$ cat src/rtl/store_commit_queue_pkg.sv
// Shared types for the store commit queue.
//   ST_SB/ST_SH/ST_SW : store mode encodings presented by commit
//   sq_state_e        : drain FSM state
//   sq_entry_t        : formatted FIFO entry (word address, byte strobes, replicated data)
package store_commit_queue_pkg;

    localparam logic [2:0] ST_SB = 3'b000;
    localparam logic [2:0] ST_SH = 3'b001;
    localparam logic [2:0] ST_SW = 3'b010;

    typedef enum logic {
        S_IDLE,
        S_BUSY
    } sq_state_e;

    typedef struct packed {
        logic [29:0] addr_w;
        logic [3:0]  wstrb;
        logic [31:0] wdata;
    } sq_entry_t;

endpackage

$ cat src/rtl/store_formatter.sv
// Combinational store formatter: turns a committed store into memory write form.
//   mode    : store mode (SB/SH/SW)
//   addr_lo : byte offset within the word (addr[1:0])
//   data    : LSB-aligned store data
//   legal   : mode is known and the address is naturally aligned for it
//   wstrb   : byte enables for the word
//   wdata   : store data replicated across every lane the size allows
module store_formatter
    import store_commit_queue_pkg::*;
(
    input  logic [2:0]  mode,
    input  logic [1:0]  addr_lo,
    input  logic [31:0] data,
    output logic        legal,
    output logic [3:0]  wstrb,
    output logic [31:0] wdata
);

    always_comb begin
        legal = 1'b0;
        wstrb = 4'b0000;
        wdata = 32'h0;
        case (mode)
            ST_SB: begin
                legal = 1'b1;
                wstrb = 4'b0001 << addr_lo;
                wdata = {4{data[7:0]}};
            end
            ST_SH: begin
                legal = ~addr_lo[0];
                wstrb = 4'b0011 << addr_lo;
                wdata = {2{data[15:0]}};
            end
            ST_SW: begin
                legal = (addr_lo == 2'b00);
                wstrb = 4'b1111;
                wdata = data;
            end
            default: ;
        endcase
    end

endmodule

$ cat src/rtl/store_commit_queue.sv
// In-order store commit queue between commit and the data-memory write port.
//   clk, rst_n        : clock, asynchronous active-low reset
//   in_valid/in_ready : commit-side handshake; in_mode/in_addr/in_data carry the store
//   mode_err          : one-cycle pulse after an illegal/misaligned store was consumed and dropped
//   mem_req/mem_ack   : memory write handshake; mem_addr/mem_wdata/mem_wstrb hold the head entry
//   ld_check_addr     : load address; ld_conflict flags a pending store to the same word
//   count/empty       : occupancy
module store_commit_queue
    import store_commit_queue_pkg::*;
#(
    parameter int unsigned SQ_DEPTH     = 4,
    parameter int unsigned SQ_DEPTH_LOG = $clog2(SQ_DEPTH)
) (
    input  logic                  clk,
    input  logic                  rst_n,
    input  logic                  in_valid,
    input  logic [2:0]            in_mode,
    input  logic [31:0]           in_addr,
    input  logic [31:0]           in_data,
    output logic                  in_ready,
    output logic                  mode_err,
    output logic                  mem_req,
    output logic [31:0]           mem_addr,
    output logic [31:0]           mem_wdata,
    output logic [3:0]            mem_wstrb,
    input  logic                  mem_ack,
    input  logic [31:0]           ld_check_addr,
    output logic                  ld_conflict,
    output logic [SQ_DEPTH_LOG:0] count,
    output logic                  empty
);

    localparam int unsigned CntW = SQ_DEPTH_LOG + 1;

    sq_entry_t                 entries_q [SQ_DEPTH];
    logic [SQ_DEPTH_LOG-1:0]   head_q, head_d;
    logic [SQ_DEPTH_LOG-1:0]   tail_q, tail_d;
    logic [CntW-1:0]           count_q, count_d;
    sq_state_e                 state_q, state_d;
    logic                      mode_err_q;

    logic        fmt_legal;
    logic [3:0]  fmt_wstrb;
    logic [31:0] fmt_wdata;
    logic        accept;
    logic        push;
    logic        pop;
    sq_entry_t   head_entry;

    // Word compare ignores the byte offset of the load.
    logic unused_ld_lo;
    assign unused_ld_lo = ^ld_check_addr[1:0];

    store_formatter u_fmt (
        .mode    (in_mode),
        .addr_lo (in_addr[1:0]),
        .data    (in_data),
        .legal   (fmt_legal),
        .wstrb   (fmt_wstrb),
        .wdata   (fmt_wdata)
    );

    // Ready depends only on registered occupancy: no slot is offered through a same-cycle pop.
    assign in_ready = (count_q != CntW'(SQ_DEPTH));
    assign accept   = in_valid & in_ready;
    assign push     = accept & fmt_legal;
    assign pop      = (state_q == S_BUSY) & mem_ack;

    assign count_d = count_q + CntW'(push) - CntW'(pop);
    assign head_d  = pop  ? head_q + SQ_DEPTH_LOG'(1) : head_q;
    assign tail_d  = push ? tail_q + SQ_DEPTH_LOG'(1) : tail_q;

    always_comb begin
        state_d = state_q;
        unique case (state_q)
            S_IDLE: if (count_q != '0) state_d = S_BUSY;
            S_BUSY: if (pop && count_d == '0) state_d = S_IDLE;
            default: state_d = S_IDLE;
        endcase
    end

    always_ff @(posedge clk or negedge rst_n) begin
        if (!rst_n) begin
            head_q     <= '0;
            tail_q     <= '0;
            count_q    <= '0;
            state_q    <= S_IDLE;
            mode_err_q <= 1'b0;
        end else begin
            head_q     <= head_d;
            tail_q     <= tail_d;
            count_q    <= count_d;
            state_q    <= state_d;
            mode_err_q <= accept & ~fmt_legal;
        end
    end

    // Payload storage needs no reset: validity is tracked by the pointers and count.
    always_ff @(posedge clk) begin
        if (push) begin
            entries_q[tail_q] <= '{addr_w: in_addr[31:2], wstrb: fmt_wstrb, wdata: fmt_wdata};
        end
    end

    assign head_entry = entries_q[head_q];
    assign mem_req    = (state_q == S_BUSY);
    assign mem_addr   = mem_req ? {head_entry.addr_w, 2'b00} : 32'h0;
    assign mem_wdata  = mem_req ? head_entry.wdata : 32'h0;
    assign mem_wstrb  = mem_req ? head_entry.wstrb : 4'b0000;

    // An entry is live when its distance from head is below the count.
    always_comb begin
        logic [SQ_DEPTH_LOG-1:0] offset;
        offset      = '0;
        ld_conflict = 1'b0;
        for (int unsigned i = 0; i < SQ_DEPTH; i++) begin
            offset = SQ_DEPTH_LOG'(i) - head_q;
            if ({1'b0, offset} < count_q && entries_q[i].addr_w == ld_check_addr[31:2]) begin
                ld_conflict = 1'b1;
            end
        end
    end

    assign mode_err = mode_err_q;
    assign count    = count_q;
    assign empty    = (count_q == '0);

endmodule

$ cat config.mk
export PLATFORM = sky130hd
export DESIGN_NAME = store_commit_queue
export DESIGN_NICKNAME = d
export VERILOG_FILES = /design/src/rtl/store_commit_queue_pkg.sv /design/src/rtl/store_formatter.sv /design/src/rtl/store_commit_queue.sv
export SDC_FILE = /design/constraint.sdc
export NUM_CORES = 1
export LEC_CHECK = 0
export BUFFER_PORTS_ARGS = -buffer_cell sky130_fd_sc_hd__buf_2
export CORE_MARGIN = 4
export CORE_UTILIZATION = 39
export CTS_CLUSTER_SIZE = 25
export DETAILED_ROUTE_END_ITERATION = 16
export PLACE_DENSITY = 0.7
export SLEW_MARGIN = 20
export SYNTH_ARGS = -nofsm -noshare
export SYNTH_HDL_FRONTEND = slang
export SYNTH_SLANG_ARGS = --single-unit
$ cat constraint.sdc
create_clock -name clk -period 4.6 [get_ports clk]
set_clock_uncertainty 0.05 [all_clocks]
set_input_delay 0.69 -clock clk [delete_from_list [all_inputs] [get_ports clk]]
set_output_delay 0.69 -clock clk [all_outputs]
set_load 0.02 [all_outputs]
Word-level counts from Yosys, hierarchy flattened
Memories as Yosys holds them, arrays and structs flattened.
Cells that the tools add are included.
{ "op_classes": {"add_sub_neg": 8, "order_cmp": 4, "eq_ne": 7, "shifts": 2, "muxes": 15, "bitwise_logic": 7, "reduce_logical": 10} }
{ "op_table": {"columns": ["operator", "count"], "rows": [
  ["30-bit equality test", 4],
  ["32-bit one-hot mux with 3 select lines", 1],
  ["32-bit 2-to-1 mux", 2],
  ["2-bit by 3-bit less-than comparator with 1-bit output", 4],
  ["4-bit one-hot mux with 3 select lines", 1],
  ["3-bit logical NOT", 3],
  ["1-bit 2-to-1 mux", 8],
  ["1-bit logical AND", 5],
  ["2-bit by 1-bit adder with 2-bit output (second input constant)", 2],
  ["1-bit bitwise AND", 4],
  ["4-bit 2-to-1 mux", 1],
  ["1-bit by 2-bit << shifter with 4-bit output (first input constant)", 1],
  ["2-bit by 2-bit << shifter with 4-bit output (first input constant)", 1],
  ["1-bit by 2-bit subtractor with 2-bit output (first input constant)", 2],
  ["2-bit subtractor (first input constant)", 2],
  ["3-bit by 1-bit adder with 3-bit output", 1],
  ["3-bit by 1-bit equality test with 1-bit output (second input constant)", 1],
  ["3-bit by 2-bit equality test with 1-bit output (second input constant)", 1],
  ["3-bit != test (second input constant)", 1],
  ["1-bit inverter", 3],
  ["1-bit one-hot mux with 3 select lines", 1],
  ["3-bit nonzero test", 1],
  ["3-bit by 1-bit subtractor with 3-bit output", 1],
  ["2-bit logical NOT", 1],
  ["1-bit one-hot mux with 2 select lines", 1]
]} }
{ "word_totals": {"ff_bits": 9, "ramBits": 264, "out_inout_bits": 76, "wordCells": 59, "n_memories": 1} }
{ "memory_table": {"columns": ["memory", "depth", "width", "rd", "rd_clocked_by_memory_dff", "write_ports", "line_no", "text"], "rows": [
  ["entries_q", 4, 66, 5, 0, 1, "store_commit_queue.sv:35", "sq_entry_t entries_q [SQ_DEPTH];"]
]} }

Logic depth before layout (Yosys ltp)
{ "depth": {"depth_word": 9, "depth_mapped": 12, "depth_no_buf": 12} }

Hierarchy
From an unflattened synthesis, not the netlist that was laid out.
{ "hier_totals": {"cells_unflattened": 746, "hier_area_um2": 12614.6} }
{ "modules_own_cells": {"columns": ["mod", "n_inst", "cells_per_inst", "area_each_um2", "seq_area_each_um2"], "rows": [
  ["store_commit_queue", 1, 647, 11905.2, 8152.8],
  ["store_formatter", 1, 99, 709.4, 0.0]
]} }

Worst setup path after synthesis
Ideal clock, no wire load.
{ "synth_path": {"path_kind": "input to register", "startpoint": "input in_mode[0]", "endpoint": "memory entries_q[0][0] (netlist bit), enable pin", "setup_ps": 431, "arrival_ps": 2860, "t_required_ps": 4119, "slack_ps": 1258, "stages": 4, "path_buffers": 0, "cell_sequence": "nor3_1 -> a21oi_1 -> nor3_2 -> and2_1"} }
{ "synth_between": {"elab_chain_cells": 5} }
{ "synth_lines": {"columns": ["element", "line_no", "text"], "rows": [
  ["start, declared", "store_commit_queue.sv:17", "input logic [2:0] in_mode,"],
  ["3-bit by 2-bit equality test with 1-bit output (tied with other cells)", "store_formatter.sv:23", "case (mode)"],
  ["1-bit one-hot mux with 3 select lines *", "store_formatter.sv:23", null],
  ["1-bit bitwise AND *", "store_commit_queue.sv:66", "assign push = accept & fmt_legal;"],
  ["1-bit 2-to-1 mux *", "store_commit_queue.sv:100", "if (push) begin"],
  ["1-bit 2-to-1 mux (implied by the code) *", "store_commit_queue.sv:101", "entries_q[tail_q] <= '{addr_w: in_addr[31:2], wstrb: fmt_wstrb, wdata: fmt_wdata};"],
  ["end, declared", "store_commit_queue.sv:35", null]
]} }
Mark *: on every way between the ends. The rest lies on a longest branch, timed or not.

Worst setup path in the final report
{ "layout_path": {"startpoint": "register head_q[0]", "endpoint": "output ld_conflict"} }
{ "layout_between": {"elab_chain_cells": 7} }
{ "layout_lines": {"columns": ["element", "line_no", "text"], "rows": [
  ["start, declared", "store_commit_queue.sv:36", "logic [SQ_DEPTH_LOG-1:0] head_q, head_d;"],
  ["start signal, assigned", "store_commit_queue.sv:84", "head_q <= '0;"],
  ["start signal, assigned", "store_commit_queue.sv:90", "head_q <= head_d;"],
  ["1-bit by 2-bit subtractor with 2-bit output", "store_commit_queue.sv:117", "offset = SQ_DEPTH_LOG'(i) - head_q;"],
  ["2-bit by 3-bit less-than comparator with 1-bit output", "store_commit_queue.sv:118", "if ({1'b0, offset} < count_q && entries_q[i].addr_w == ld_check_addr[31:2]) begin"],
  ["1-bit logical AND", "store_commit_queue.sv:118", null],
  ["1-bit 2-to-1 mux (3 in series)", "store_commit_queue.sv:118", null],
  ["1-bit 2-to-1 mux *", "store_commit_queue.sv:118", null],
  ["end, declared", "store_commit_queue.sv:28", "output logic ld_conflict,"]
]} }
Marked as above.

==> results by stage <==
Timing:
- The slew at the pin with the worst max-slew slack is 0.8944 ns.
- Of the available clock period, the critical path in the final layout requires approximately four fifths.
- The max-slew violation total from the final report is 0.
- The post-route minimum period is 3.734 ns.
- The setup TNS is 0 ns.
- The worst setup slack after layout is roughly 0.87 ns.
- The maximum clock frequency is 267.8 MHz.
- The final-report hold violation count is 0.
- The worst slew margin relative to its limit is 40.37%.
- Setup repair after global routing left no endpoint under its margin.
- Setup violations remaining at the end of the flow were counted as 0.

Placed design:
- The final HPWL from detailed placement is 21.26 mm.
- Port buffering added about 170 buffers.
- The congestion estimate from routability-driven global placement came to roughly 0.87.
- OpenSTA, run right after detailed placement, puts the worst setup slack at approximately 1.3 ns.

Clock tree:
- The clock latency reported for the late side of the worst-skew pair is around 0.53 ns.
- TritonCTS created 27 clock buffers.
- The clock net in this run drives a total of 273 sinks.
- The CTS tree is built.
- CTS built an H-tree with a depth of 1.
- Clock-pin slew was measured on the worst setup and hold paths at 0.06 ns.
- The root buffer cell is sky130_fd_sc_hd__clkbuf_16.
- The number of gates resized after CTS is 0.
- No sink is reached through more buffers than the 3 on the longest clock path.

Floorplan:
- The count of boundary I/O pins is between 150 and 200.
- After floorplanning, the core was divided into 65 placement rows.
- The area of the core is 31560 um2.
- The die covers 34910 um2.
- Measured along the y axis, the die boundary spans 186.8 um.
- For this configuration, the core starts out at a cell density of 39.53%.
- The horizontal die dimension is 186.8 um.

Yosys:
- The mapped netlist covers approximately 12000 um2.
- The number of different library cells in the post-synthesis netlist is 37.
- Summing the areas of all xor and xnor instances in the mapped netlist gives 8.847% of the synthesized area.
- The share of synthesized cell area in and, or, nand and nor gates is 7.423%.
- Summed over its instances, the top area cell type makes up 63.56% of the synthesized netlist area.
- The total number of yosys warnings is 0.
- The number of instances in the synthesized netlist is 757.
- Dividing the synthesized area by the synthesized cell count gives 16.48 um2.
- The most instantiated library cell after synthesis is sky130_fd_sc_hd__edfxtp_1.
- Ranked by total cell area, the synthesized netlist is headed by sky130_fd_sc_hd__edfxtp_1 64%, sky130_fd_sc_hd__mux4_2 12%, sky130_fd_sc_hd__xnor2_1 5.4%.
- Counting instances in the post-synthesis netlist gives the leading cell types as 264 x sky130_fd_sc_hd__edfxtp_1, 78 x sky130_fd_sc_hd__and2_1, 77 x sky130_fd_sc_hd__xnor2_1, 66 x sky130_fd_sc_hd__mux4_2, 49 x sky130_fd_sc_hd__xor2_1.
- The synthesized netlist devotes 2.036% of its cell area to compound gates.
- The number of flops mapped to enable cells by yosys is 264.
- The number of storage elements in the synthesis netlist is 273.
- Among all flip-flop cells after synthesis, the most frequent one is sky130_fd_sc_hd__edfxtp_1.
- The dominant combinational cell family by area after synthesis is multiplexers.
- After synthesis, the share of flip-flops with an asynchronous set or reset is 3.297%.
- The synthesized design spends more area on one cell type than any other, namely sky130_fd_sc_hd__edfxtp_1.
- The sequential share of the synthesized area is 65.36%.
- After synthesis, the share of cell area in mux cells is ~13%.
- Of the total synthesized cell area, the portion taken by full adders, half adders and majority gates is 1.164%.

Critical path:
- The category of the most critical setup path is register to output port.
- The data required time at the worst endpoint is 3.86 ns.
- The sort of element at the start of the critical path is a register.
- The endpoint kind of the worst setup timing path is an output port.
- Along the worst path, the maximum fanout reaches 20.
- The arrival time reported for the critical path endpoint is between 2 and 3 ns.

Global routing:
- The first global-routing pass estimated 46.38 mm of wire.
- The number of global-route vias before repair is 7568.
- The total congestion overflow is 0.
- The largest net degree at the start of global routing is 69.
- The initial antenna violation count is 4.
- The overall global routing resource usage is 17.23%.

Drt:
- The overall via count from detail_route is roughly 7.2k.
- The starting DRC count in detailed routing is 534.
- The first detailed-routing pass ran for 5 iterations.
- After detailed routing, the number of vias per cell comes to 5.316.
- In the routed design, unresolved DRC markers number 0.
- The remaining number of nets flagged by the antenna check after routing is 0.
- In the final routed layout, each cell accounts on average for 22.83 um.
- The total wire length is 30.82 mm.

Run status:
- The run finished with clean final reports.

Cells and area:
- The final layout contains 1040 nets.
- Counting the fill cells in the layout gives 2743.
- The share of layout cells above drive strength 1 is between 30 and 40%.
- The area growth from synthesis to layout is 17.27%.

Power:
- IR analysis of the VDD net gives a maximum drop of 0.0003215 V.
- The power per cell area is 529.0 nW/um2.
- The analysis attributes to cell leakage a power of 5.054 nW.

Worst hold path:
- The path category of the worst min-delay check is input pin to register.

Job:
- The max-capacitance violation count is 0.
per-layer routing:
| metal | GRT usage, % | share of wire, % | wire length (um) |
|---|---|---|---|
| met1 | 22.49 | 39 | 12070 |
| met2 | 29.95 | 50 | 15520 |
| met3 | 3.602 | 8.1 | 2507 |
| met4 | 3.840 | 2.2 | 680 |
| met5 | 0 | 0.12 | 38 |
kinds of logic after synthesis:
kind of cell,Yosys count
AND/OR/NAND/NOR,167
AO/OA/AOI/OAI,40
XOR/XNOR,126
multiplexers,76
adder cells (fa/ha/maj),11
flip-flops,273
other,1
buffers and inverters,63
where the power goes:
part,switching (mW),internal (mW),total [mW]
clock,0.888,1.19,2.07
combinational,1.46,1.14,2.60
sequential,0.162,2.90,3.06
total,2.51,5.22,7.74
worst max-delay path: stages, from the launching register on:
cell                        delay [ns]
sky130_fd_sc_hd__dfrtp_4          0.65
sky130_fd_sc_hd__xor2_1           0.24
sky130_fd_sc_hd__ha_1             0.21
sky130_fd_sc_hd__a2111o_1         0.39
sky130_fd_sc_hd__a2111oi_0        0.45
sky130_fd_sc_hd__nand4_1          0.15
sky130_fd_sc_hd__nand4_1          0.19
sky130_fd_sc_hd__buf_2            0.19
timing repair:
item | in CTS | in global routing
endpoints found under the hold margin | 9 | 0
hold buffers | 1 | 0
buffers inserted | 0 | 0
final cells by class:
cell class	instances	area [um2]	share of cell area [%]
tap	402	503.0	3.439
multi-input combinational	422	4039	27.61
sequential	273	8159	55.78
timing repair buffer	188	1041	7.117
clock buffer	32	694.4	4.747
inverter	14	52.55	0.3593
clock inverter	16	131.4	0.8981
antenna	3	7.507	0.05132
registers in the layout, indices dropped and copies added, names as in the netlist:
name	cells
entries_q	264
count	3
head_q	2
tail_q	2
mem_req	1
mode_err	1
stage by stage:
stage / hold slack (ns) / std cells / cell area (um2) / total power, mW / util (%)
2_1_floorplan: 0.3444 / 758 / 12480 / 4.887 / -
3_3_place_gp: 0.5058 / 1298 / 13780 / 5.730 / 43.68
3_5_place_dp: 0.5090 / 1298 / 13780 / 5.763 / 43.68
4_1_cts: 0.3020 / 1347 / 14620 / 7.848 / 46.33
5_1_grt: 0.3132 / 1348 / 14620 / 8.111 / 46.34
6_report: 0.3254 / 1350 / 14630 / 7.738 / 46.36
path summary, 6_finish.rpt:
path	from	to	slack, ns	depth (start not counted)
hold reg to reg	tail_q[1]	tail_q[1]	0.54	1
setup reg to reg	count[2]	mem_req	1.77	11
setup / recovery	head_q[0]	ld_conflict	0.87	7
min in group asynchronous	rst_n	mode_err	0.52	2
hold / removal	in_addr[13]	entries_q[2][47]	0.33	1
max in group asynchronous	rst_n	head_q[0]	3.77	2
layout by cell type, fill, tap and decap left out, types with 3 or more instances in the layout:
master	instances
sky130_fd_sc_hd__nor4_1	12
sky130_fd_sc_hd__clkinv_1	7
sky130_fd_sc_hd__mux4_2	66
sky130_fd_sc_hd__buf_2	174
sky130_fd_sc_hd__nor2_1	16
sky130_fd_sc_hd__clkbuf_1	5
sky130_fd_sc_hd__xnor2_1	77
sky130_fd_sc_hd__and2_1	74
sky130_fd_sc_hd__buf_4	8
sky130_fd_sc_hd__a22oi_1	8
sky130_fd_sc_hd__xor2_1	49
sky130_fd_sc_hd__ha_1	10
sky130_fd_sc_hd__clkinv_2	4
sky130_fd_sc_hd__diode_2	3
sky130_fd_sc_hd__dfrtp_1	6
sky130_fd_sc_hd__nor3_1	4
sky130_fd_sc_hd__a21oi_1	23
sky130_fd_sc_hd__nand4_1	22
sky130_fd_sc_hd__inv_1	13
sky130_fd_sc_hd__a2111oi_0	3
sky130_fd_sc_hd__nand2_1	31
sky130_fd_sc_hd__and2_2	4
sky130_fd_sc_hd__edfxtp_1	264
sky130_fd_sc_hd__clkbuf_16	27
sky130_fd_sc_hd__buf_12	5
sky130_fd_sc_hd__mux2_2	9
(Power assumes the default switching activity.)
